--- src/rtl/store_buffer_pkg.sv ---
// Shared LSU definitions for the store buffer: the entry record, the byte-count
// constant and the helper that maps a word width to its byte-offset bit count.
package store_buffer_pkg;

    localparam int SB_WORDLEN_MAX = 64;
    localparam int SB_PA_BITS_MAX = 56;
    localparam int SB_BYTES       = SB_WORDLEN_MAX / 8;

    // Sized for the widest supported configuration; narrower builds use the low bits.
    typedef struct packed {
        logic                      valid;
        logic [SB_PA_BITS_MAX-1:0] adr;
        logic [SB_WORDLEN_MAX-1:0] data;
        logic [SB_BYTES-1:0]       mask;
    } sb_entry_t;

    function automatic int sb_off_bits(input int wordlen);
        return $clog2(wordlen / 8);
    endfunction

endpackage

--- src/rtl/store_buffer_entry.sv ---
// One store-buffer slot: allocate writes the whole record, merge replaces only the
// enabled bytes and ORs the byte mask, clear retires the slot on drain.
module store_buffer_entry
    import store_buffer_pkg::*;
#(
    parameter int WORDLEN = 64,
    parameter int PA_BITS = 56
) (
    input  logic                 clk,
    input  logic                 reset,
    input  logic                 i_alloc,
    input  logic                 i_merge,
    input  logic                 i_clear,
    input  logic [PA_BITS-1:0]   i_adr,
    input  logic [WORDLEN-1:0]   i_data,
    input  logic [WORDLEN/8-1:0] i_mask,
    output sb_entry_t            o_entry
);

    localparam int BYTES = WORDLEN / 8;

    logic               r_valid;
    logic [PA_BITS-1:0] r_adr;
    logic [WORDLEN-1:0] r_data;
    logic [BYTES-1:0]   r_mask;

    always_ff @(posedge clk) begin
        if (reset) begin
            r_valid <= 1'b0;
        end else if (i_alloc) begin
            r_valid <= 1'b1;
        end else if (i_clear) begin
            r_valid <= 1'b0;
        end
    end

    // Payload is never reset; the valid bit alone decides whether it is meaningful.
    always_ff @(posedge clk) begin
        if (i_alloc) begin
            r_adr  <= i_adr;
            r_mask <= i_mask;
        end else if (i_merge) begin
            r_mask <= r_mask | i_mask;
        end
        for (int b = 0; b < BYTES; b++) begin
            if (i_alloc || (i_merge && i_mask[b])) begin
                r_data[8*b +: 8] <= i_data[8*b +: 8];
            end
        end
    end

    always_comb begin
        o_entry       = '0;
        o_entry.valid = r_valid;
        o_entry.adr   = SB_PA_BITS_MAX'(r_adr);
        o_entry.data  = SB_WORDLEN_MAX'(r_data);
        o_entry.mask  = SB_BYTES'(r_mask);
    end

endmodule

--- src/rtl/store_buffer.sv ---
// Circular store buffer between the LSU and memory: coalesces stores to the newest
// word, drains from the head, and flags loads that hit a buffered word.
module store_buffer
    import store_buffer_pkg::*;
#(
    parameter int WORDLEN = 64,
    parameter int DEPTH   = 4,
    parameter int PA_BITS = 56
) (
    input  logic                 clk,
    input  logic                 reset,
    input  logic                 StoreValid,
    output logic                 StoreReady,
    input  logic [PA_BITS-1:0]   StoreAdr,
    input  logic [WORDLEN-1:0]   StoreData,
    input  logic [WORDLEN/8-1:0] StoreByteMask,
    output logic                 DrainValid,
    input  logic                 DrainReady,
    output logic [PA_BITS-1:0]   DrainAdr,
    output logic [WORDLEN-1:0]   DrainData,
    output logic [WORDLEN/8-1:0] DrainByteMask,
    input  logic [PA_BITS-1:0]   LoadAdr,
    output logic                 LoadHazard,
    output logic                 Empty
);

    localparam int BYTES = WORDLEN / 8;
    localparam int OFF   = sb_off_bits(WORDLEN);
    localparam int AW    = $clog2(DEPTH);
    localparam int CW    = $clog2(DEPTH + 1);

    logic [AW-1:0]      r_head;
    logic [AW-1:0]      r_tail;
    logic [CW-1:0]      r_count;

    sb_entry_t          w_entry [DEPTH];
    sb_entry_t          w_head_e;
    sb_entry_t          w_newest_e;
    logic [AW-1:0]      w_newest;
    logic [PA_BITS-1:0] w_store_wadr;
    logic               w_merge_ok;
    logic               w_store_fire;
    logic               w_alloc;
    logic               w_merge;
    logic               w_drain;
    logic               w_unused_adr_lsbs;

    assign w_newest     = r_tail - AW'(1);
    assign w_head_e     = w_entry[r_head];
    assign w_newest_e   = w_entry[w_newest];
    assign w_store_wadr = {StoreAdr[PA_BITS-1:OFF], {OFF{1'b0}}};
    assign w_unused_adr_lsbs = ^{StoreAdr[OFF-1:0], LoadAdr[OFF-1:0]};

    // With count>=2 the newest entry is never the head, so merging leaves drain outputs stable.
    assign w_merge_ok   = (r_count >= CW'(2)) &&
                          (w_newest_e.adr[PA_BITS-1:OFF] == StoreAdr[PA_BITS-1:OFF]);
    assign StoreReady   = (r_count < CW'(DEPTH)) || w_merge_ok;
    assign w_store_fire = StoreValid && StoreReady;
    assign w_merge      = w_store_fire && w_merge_ok;
    assign w_alloc      = w_store_fire && !w_merge_ok;

    assign DrainValid    = (r_count != '0);
    assign w_drain       = DrainValid && DrainReady;
    assign Empty         = (r_count == '0);
    assign DrainAdr      = w_head_e.adr[PA_BITS-1:0];
    assign DrainData     = w_head_e.data[WORDLEN-1:0];
    assign DrainByteMask = w_head_e.mask[BYTES-1:0];

    always_comb begin
        LoadHazard = 1'b0;
        for (int i = 0; i < DEPTH; i++) begin
            if (w_entry[i].valid &&
                (w_entry[i].adr[PA_BITS-1:OFF] == LoadAdr[PA_BITS-1:OFF]) &&
                !(w_drain && (r_head == AW'(i)))) begin
                LoadHazard = 1'b1;
            end
        end
    end

    always_ff @(posedge clk) begin
        if (reset) begin
            r_head  <= '0;
            r_tail  <= '0;
            r_count <= '0;
        end else begin
            if (w_drain) begin
                r_head <= r_head + AW'(1);
            end
            if (w_alloc) begin
                r_tail <= r_tail + AW'(1);
            end
            r_count <= r_count + CW'(w_alloc) - CW'(w_drain);
        end
    end

    for (genvar g = 0; g < DEPTH; g++) begin : g_entry
        store_buffer_entry #(
            .WORDLEN (WORDLEN),
            .PA_BITS (PA_BITS)
        ) u_entry (
            .clk     (clk),
            .reset   (reset),
            .i_alloc (w_alloc && (r_tail == AW'(g))),
            .i_merge (w_merge && (w_newest == AW'(g))),
            .i_clear (w_drain && (r_head == AW'(g))),
            .i_adr   (w_store_wadr),
            .i_data  (StoreData),
            .i_mask  (StoreByteMask),
            .o_entry (w_entry[g])
        );
    end

endmodule
--- config.mk ---
export PLATFORM = sky130hd
export DESIGN_NAME = store_buffer
export DESIGN_NICKNAME = d
export VERILOG_FILES = /design/src/rtl/store_buffer_pkg.sv /design/src/rtl/store_buffer_entry.sv /design/src/rtl/store_buffer.sv
export SDC_FILE = /design/constraint.sdc
export NUM_CORES = 1
export LEC_CHECK = 0
export CAP_MARGIN = 15
export CORE_ASPECT_RATIO = 1.4
export CORE_UTILIZATION = 50
export DETAILED_ROUTE_END_ITERATION = 8
export GPL_ROUTABILITY_DRIVEN = 0
export GPL_TIMING_DRIVEN = 1
export PLACE_DENSITY = 0.76
export SETUP_SLACK_MARGIN = 0.15
export SLEW_MARGIN = 20
export SYNTH_ARGS = -nofsm -noshare
export SYNTH_HDL_FRONTEND = slang
export SYNTH_SLANG_ARGS = --single-unit
--- constraint.sdc ---
create_clock -name clk -period 5.3 [get_ports clk]
set_input_delay 1.06 -clock clk [delete_from_list [all_inputs] [get_ports clk]]
set_output_delay 1.06 -clock clk [all_outputs]
set_load 0.01 [all_outputs]
### After elaboration in Yosys (flattened, before gate mapping)

Cells that the tools add are included.

| operators by class | value |
|---|---|
| mux-type cells | 26 |
| equal/unequal tests | 14 |
| reduce and logical (&&, ||, !) cells | 108 |
| $lt $le $gt $ge | 4 |
| add/sub/neg operators | 5 |
| bitwise operators | 6 |

Operator list:

| operator | count |
|---|---|
| $bmux 129 s2 | 2 |
| $mux 128 | 4 |
| $eq 53x53->1 | 5 |
| $mux 8 | 8 |
| $logic_and 1x1->1 | 57 |
| $logic_or 1x1->1 | 33 |
| $or 8x8->8 | 4 |
| $reduce_bool 2->1 | 8 |
| $eq 2x2->1 const B | 6 |
| $mux 1 | 12 |
| $eq 2x1->1 const B | 3 |
| $ge 3x3->1 const B | 2 |
| $logic_not 2->1 | 3 |
| $not 2->3 | 2 |
| $logic_not 1->1 | 5 |
| $add 2x1->2 const B | 2 |
| $add 3x1->3 | 1 |
| $ge 3x2->1 const B | 1 |
| $logic_not 3->1 | 1 |
| $lt 3x3->1 const B | 1 |
| $reduce_bool 3->1 | 1 |
| $sub 3x1->3 | 1 |
| $sub 2x1->2 const B | 1 |

| storage, ports and cells | value |
|---|---|
| input port bits | 188 |
| logic and storage cells | 210 |
| bits in registers | 511 |

### Depth between registers and ports, before layout

| depth | value |
|---|---|
| depth in word-level cells | 13 |
| depth in mapped cells | 23 |

### Modules after synthesis

From an unflattened synthesis, not the netlist that was laid out.

| unflattened totals | value |
|---|---|
| cell total of the unflattened synthesis | 1,403 |
| area, all modules | 24,383.4 sq um |

Modules (own cells, without submodules):

| module | cells each | area each (sq um) | seq. area each (sq um) | instances |
|---|---|---|---|---|
| store_buffer_entry | 160 | 4,028.9 | 3,863.7 | 4 |
| store_buffer | 763 | 8,267.9 | 140.1 | 1 |

### Worst setup path after synthesis

OpenSTA, ideal clock, no wires.

| timing | value |
|---|---|
| path type | reg-to-output |
| start | register r_tail[0] |
| end | output StoreReady |
| required time | 4,240 ps |
| cell stages (with the launch flop) | 17 |
| arrival time | 3,952 ps |
| buffers on the path | 7 |
| path slack | 288 ps |
| cell sequence | dfxtp_1 buf_4 buf_2 buf_2 inv_1 ha_1 buf_2 clkbuf_1 mux4_2 xor2_1 nor4_1 o2111ai_1 nor2_2 and3_1 clkbuf_2 buf_4 nand2b_1 |

| on the way | value |
|---|---|
| cells in the longest elaborated chain, start to end | 8 |

RTL lines:

| item | line | source |
|---|---|---|
| start, declared | store_buffer.sv:33 | `logic [AW-1:0] r_tail;` |
| start signal, assigned | store_buffer.sv:90 | `r_tail <= r_tail + AW'(1);` |
| $sub 2x1->2 | store_buffer.sv:48 | `assign w_newest = r_tail - AW'(1);` |
| net w_newest[0] | store_buffer.sv:39 | `logic [AW-1:0] w_newest;` |
| $not 2->3 (not written as such) | store_buffer.sv:50 | `assign w_newest_e = w_entry[w_newest];` |
| $bmux 129 s2 | store_buffer.sv:50 |  |
| $mux 128 (not written as such) (2 in a row) | store_buffer.sv:50 |  |
| $eq 53x53->1 | store_buffer.sv:56 | `(w_newest_e.adr[PA_BITS-1:OFF] == StoreAdr[PA_BITS-1:OFF]);` |
| $logic_and 1x1->1 | store_buffer.sv:55 | `assign w_merge_ok = (r_count >= CW'(2)) &&` |
| $logic_or 1x1->1 | store_buffer.sv:57 | `assign StoreReady = (r_count < CW'(DEPTH)) \|\| w_merge_ok;` |
| end, declared | store_buffer.sv:13 | `output logic StoreReady,` |

The timed path passes the listed nets, and every way through them passes these cells. The select of a mux whose other input is x is not followed.

### Final worst setup path

| timing | value |
|---|---|
| start | register r_tail[1] |
| end | output StoreReady |

| on the way | value |
|---|---|
| cells in the longest elaborated chain, start to end | 8 |

RTL lines:

| item | line |
|---|---|
| $sub 2x1->2 | store_buffer.sv:48 |
| $not 2->3 (not written as such) | store_buffer.sv:50 |
| $bmux 129 s2 | store_buffer.sv:50 |
| $mux 128 (not written as such) (2 in a row) | store_buffer.sv:50 |
| $eq 53x53->1 | store_buffer.sv:56 |
| $logic_and 1x1->1 | store_buffer.sv:55 |
| $logic_or 1x1->1 | store_buffer.sv:57 |

No other way between the ends. The select of a mux whose other input is x is not followed.

==> results.py <==
metrics = {
    "sta": {
        "max_slew.worst_pin.slew_ns": 0.984,
        "setup_tns_ns": 0,
        "hold_violations": 0,
        "fin_skew_ns": 0.0256,
        "min_period_ns": 5.02,
        "slew_violations": 0,
        "relSlewSlack_pct": 34.4,
        "rsz0062_at_grt": "false",
        "finalWorstSetupSlack_ns": 0.280,
        "fmax_ghz": 0.199,
        "setup_viol_count_final": 0,
        "post-route-period-util_pct": 94.7,
    },
    "cells_and_area": {
        "drive_gt1_share_pct": 16.8,
        "final_cell_mix": "500 x edfxtp_1, 309 x clkdlybuf4s50_1, 165 x mux4_2",
        "final_nets": 1886,
        "final_common_cell": "edfxtp_1",
        "areaGrowthSynthToFinish_pct": 22.4,
        "fillers": 3447,
    },
    "detailed_routing": {
        "ant_nets": 0,
        "routed_wl_um": 66600,
        "drc": 0,
        "drtPass1Iterations": 5,
        "viasPerCell": 6.09,
        "wl_per_cell_um": 28.4,
        "first_iter_violations": 1427,
        "vias": 14300,
    },
    "setup_path": {
        "cp-start-kind": "flop",
        "cp_slowest_cell": "nor4_1",
        "crit_required_ns": 4.24,
        "end_kind": "output pin",
        "crit_buf_inv": 4,
        "worstRegToRegCells": 17,
        "cp_cell_sequence": "inv_1 -> ha_2 -> buf_6 -> mux4_2 -> xor2_1 -> nor4_1 -> buf_4 -> nand4_1 -> nor2_2 -> and3_1 -> nand2b_1 -> dlygate4sd2_1",
        "crit_type": "reg2out",
        "critPathTopFamily": "simple AND/OR/NAND/NOR gates",
        "crit_arrival_ns": 3.96,
        "max_stage_delay_ns": 0.46,
        "cp.depth": 12,
        "path_max_fanout": 17,
    },
    "power_and_ir_drop": {
        "seqPwrFrac_pct": 39.5,
        "vdd_ir_drop_max_mv": 0.415,
        "combPwrFrac_pct": 36.9,
        "p_int_mw": 9.38,
        "power.leakage_nw": 9.74,
        "powerDensity_nw_per_um2": 468,
        "switchingPower_mw": 4.42,
        "p_sw_share_pct": 32.0,
        "p_clk_share_pct": 23.6,
    },
    "global_routing": {
        "grt-ovfl-total": 0,
        "grt_max_degree": 64,
        "grt_pass1_wl_um": 96900,
        "grt_pass1_vias": 14800,
        "antenna_found_initial": 7,
        "grt_util_all_layers_pct": 27.2,
    },
    "placed_design": {
        "dpl.hpwl_um": 47400,
        "port_buffers": 310,
        "dp_slack_ns": 0.363,
    },
    "clocking": {
        "cts_buffers": 48,
        "cts_hold_buffers": 0,
        "cts_buffer_depth": 3,
        "ctsResizeCount": 4,
        "cts-root-buf": "clkbuf_16",
        "htreeDepth": 2,
        "clock_latency_ns": 0.59,
        "cts.reportedPaths.clkPinSlew_ns": 0.07,
        "cts_sinks": 511,
        "cts_tree": "built",
        "post_cts_buffers": 0,
    },
    "floorplan": {
        "die_x_um": 188,
        "core_um2": 47300,
        "ios": 320,
        "fp-row-count": 94,
        "die_area_um2": 49100,
        "initial_core_util_pct": 51.0,
        "die_height_um": 262,
    },
    "logic_synthesis": {
        "ys_seq_elements": 511,
        "async_flop_share_pct": 0,
        "synth-seq-area-share_pct": 63.2,
        "syn_area_per_cell_um2": 17.6,
        "yosys_warnings": 0,
        "synth_ff_type": "edfxtp_1",
        "yosysUniqueCellTypes": 60,
        "netlist_area_um2": 24100,
        "synth_edf_count": 500,
        "postSynthCellCount": 1370,
    },
    "worst_hold_path": {
        "holdCritPathClass": "reg2reg",
        "min_path_cells": 2,
    },
    "run": {
        "cap_violations": 0,
    },
    "run_status": {
        "status": "finished clean",
    },
}
-- kinds of logic (layout without fill, tap and decap cells) --
logic type	after synthesis	after routing	synth area share [%]
AND/OR/NAND/NOR	141	141	3.41
buffers and inverters	133	480	2.37
flip-flops	511	511	63.2
AO/OA/AOI/OAI	116	116	4.12
XOR/XNOR	253	253	9.19
other	1	7	0.0156
multiplexers	201	201	16.9
adder cells (fa/ha/maj)	14	14	0.758
-- sequential cells by signal, summed over array words and instances (netlist names) --
signal,cells
r_head,2
g_entry.u_entry.r_adr,212
g_entry.u_entry.r_data,256
r_tail,2
g_entry.u_entry.r_valid,4
r_count,3
g_entry.u_entry.r_mask,32
-- synth_stat cells, types with 2 or more instances --
cell type  count  area, µm²
buf_4          9       67.6
or3_1          2       12.5
nor2_1         6       22.5
nand3b_1       3       22.5
xor2_1       137       1200
nand3_1        2       10.0
nand4_1       38        238
o2bb2ai_1      7       61.3
o211ai_1       2       15.0
a22o_1         3       26.3
o22ai_1        6       37.5
o21ai_0        3       15.0
edfxtp_1     500      15000
nand2b_1       3       18.8
xnor2_1      116       1020
or4_1          2       15.0
nand2_1       23       86.3
nor4_1        43        269
mux2i_1       35        350
ha_1          13        163
and2_1         2       12.5
a31oi_2        4       50.1
a211oi_1       2       15.0
a311oi_1       2       17.5
nor3_1         6       30.0
buf_1         19       71.3
clkbuf_2       2       10.0
dfxtp_1       11        220
a21oi_1        3       15.0
mux4_2       165       3720
a41o_1        32        320
o21bai_1      32        240
inv_1         48        180
a31o_2         4       35.0
o2111ai_1      2       17.5
buf_6          3       33.8
clkbuf_1      42        158
buf_2         10       50.1
and3_1         2       12.5
nor2b_1        6       37.5
-- path summary, 6_finish.rpt --
path | from | end | slack, ns
worst max-delay path | r_tail[1] | StoreReady | 0.28
worst min register to register | g_entry[2].u_entry.r_valid | g_entry[2].u_entry.r_valid | 0.56
worst min-delay path | g_entry[2].u_entry.r_valid | g_entry[2].u_entry.r_valid | 0.56
worst max register to register | r_tail[1] | r_count[1] | 0.74
-- metrics by stage --
| stage | instances | power, mW | util, % | area [µm²] | hold WS [ns] |
|---|---|---|---|---|---|
| 3_3_place_gp | 2258 | 10.6 | 59.3 | 28000 | 0.530 |
| 4_1_cts | 2343 | 13.9 | 62.4 | 29500 | 0.549 |
| 2_1_floorplan | 1372 | 8.27 | - | 24100 | 0.454 |
| 6_report | 2347 | 13.8 | 62.4 | 29500 | 0.555 |
| 3_5_place_dp | 2258 | 10.6 | 59.3 | 28000 | 0.537 |
| 5_1_grt | 2347 | 14.3 | 62.4 | 29500 | 0.566 |
-- routing by layer --
layer	up-vias	routed length [µm]	global-route usage [%]
li1	6139	-	-
met1	7254	23000	31.8
met2	740	34300	47.5
met3	161	5310	5.30
met4	6	3860	15.0
met5	-	45	0
-- power groups by stage --
stage	sequential, mW	clock [mW]	combinational (mW)
final	5.45	3.26	5.09
after global placement	5.49	0	5.07
after floorplan	5.37	0	2.90
after CTS	5.45	3.30	5.13
after global routing	5.51	3.43	5.35
after detailed placement	5.53	0	5.06
-- tightest hold or removal path, cell delays in order (launching register included) --
cell and delay (ns):
dfxtp_1 0.30, nand2_1 0.12, o22ai_1 0.09
-- layout make-up --
cell class,instances,area [µm²],share of cell area (%)
tap,624,781,2.65
clock inverter,28,220,0.747
inverter,48,180,0.611
sequential,511,15200,51.7
clock buffer,57,1230,4.19
antenna,4,10.0,0.0339
multi-input combinational,728,8340,28.3
timing repair buffer,347,3470,11.8
Power figures use the tool's default switching activity.
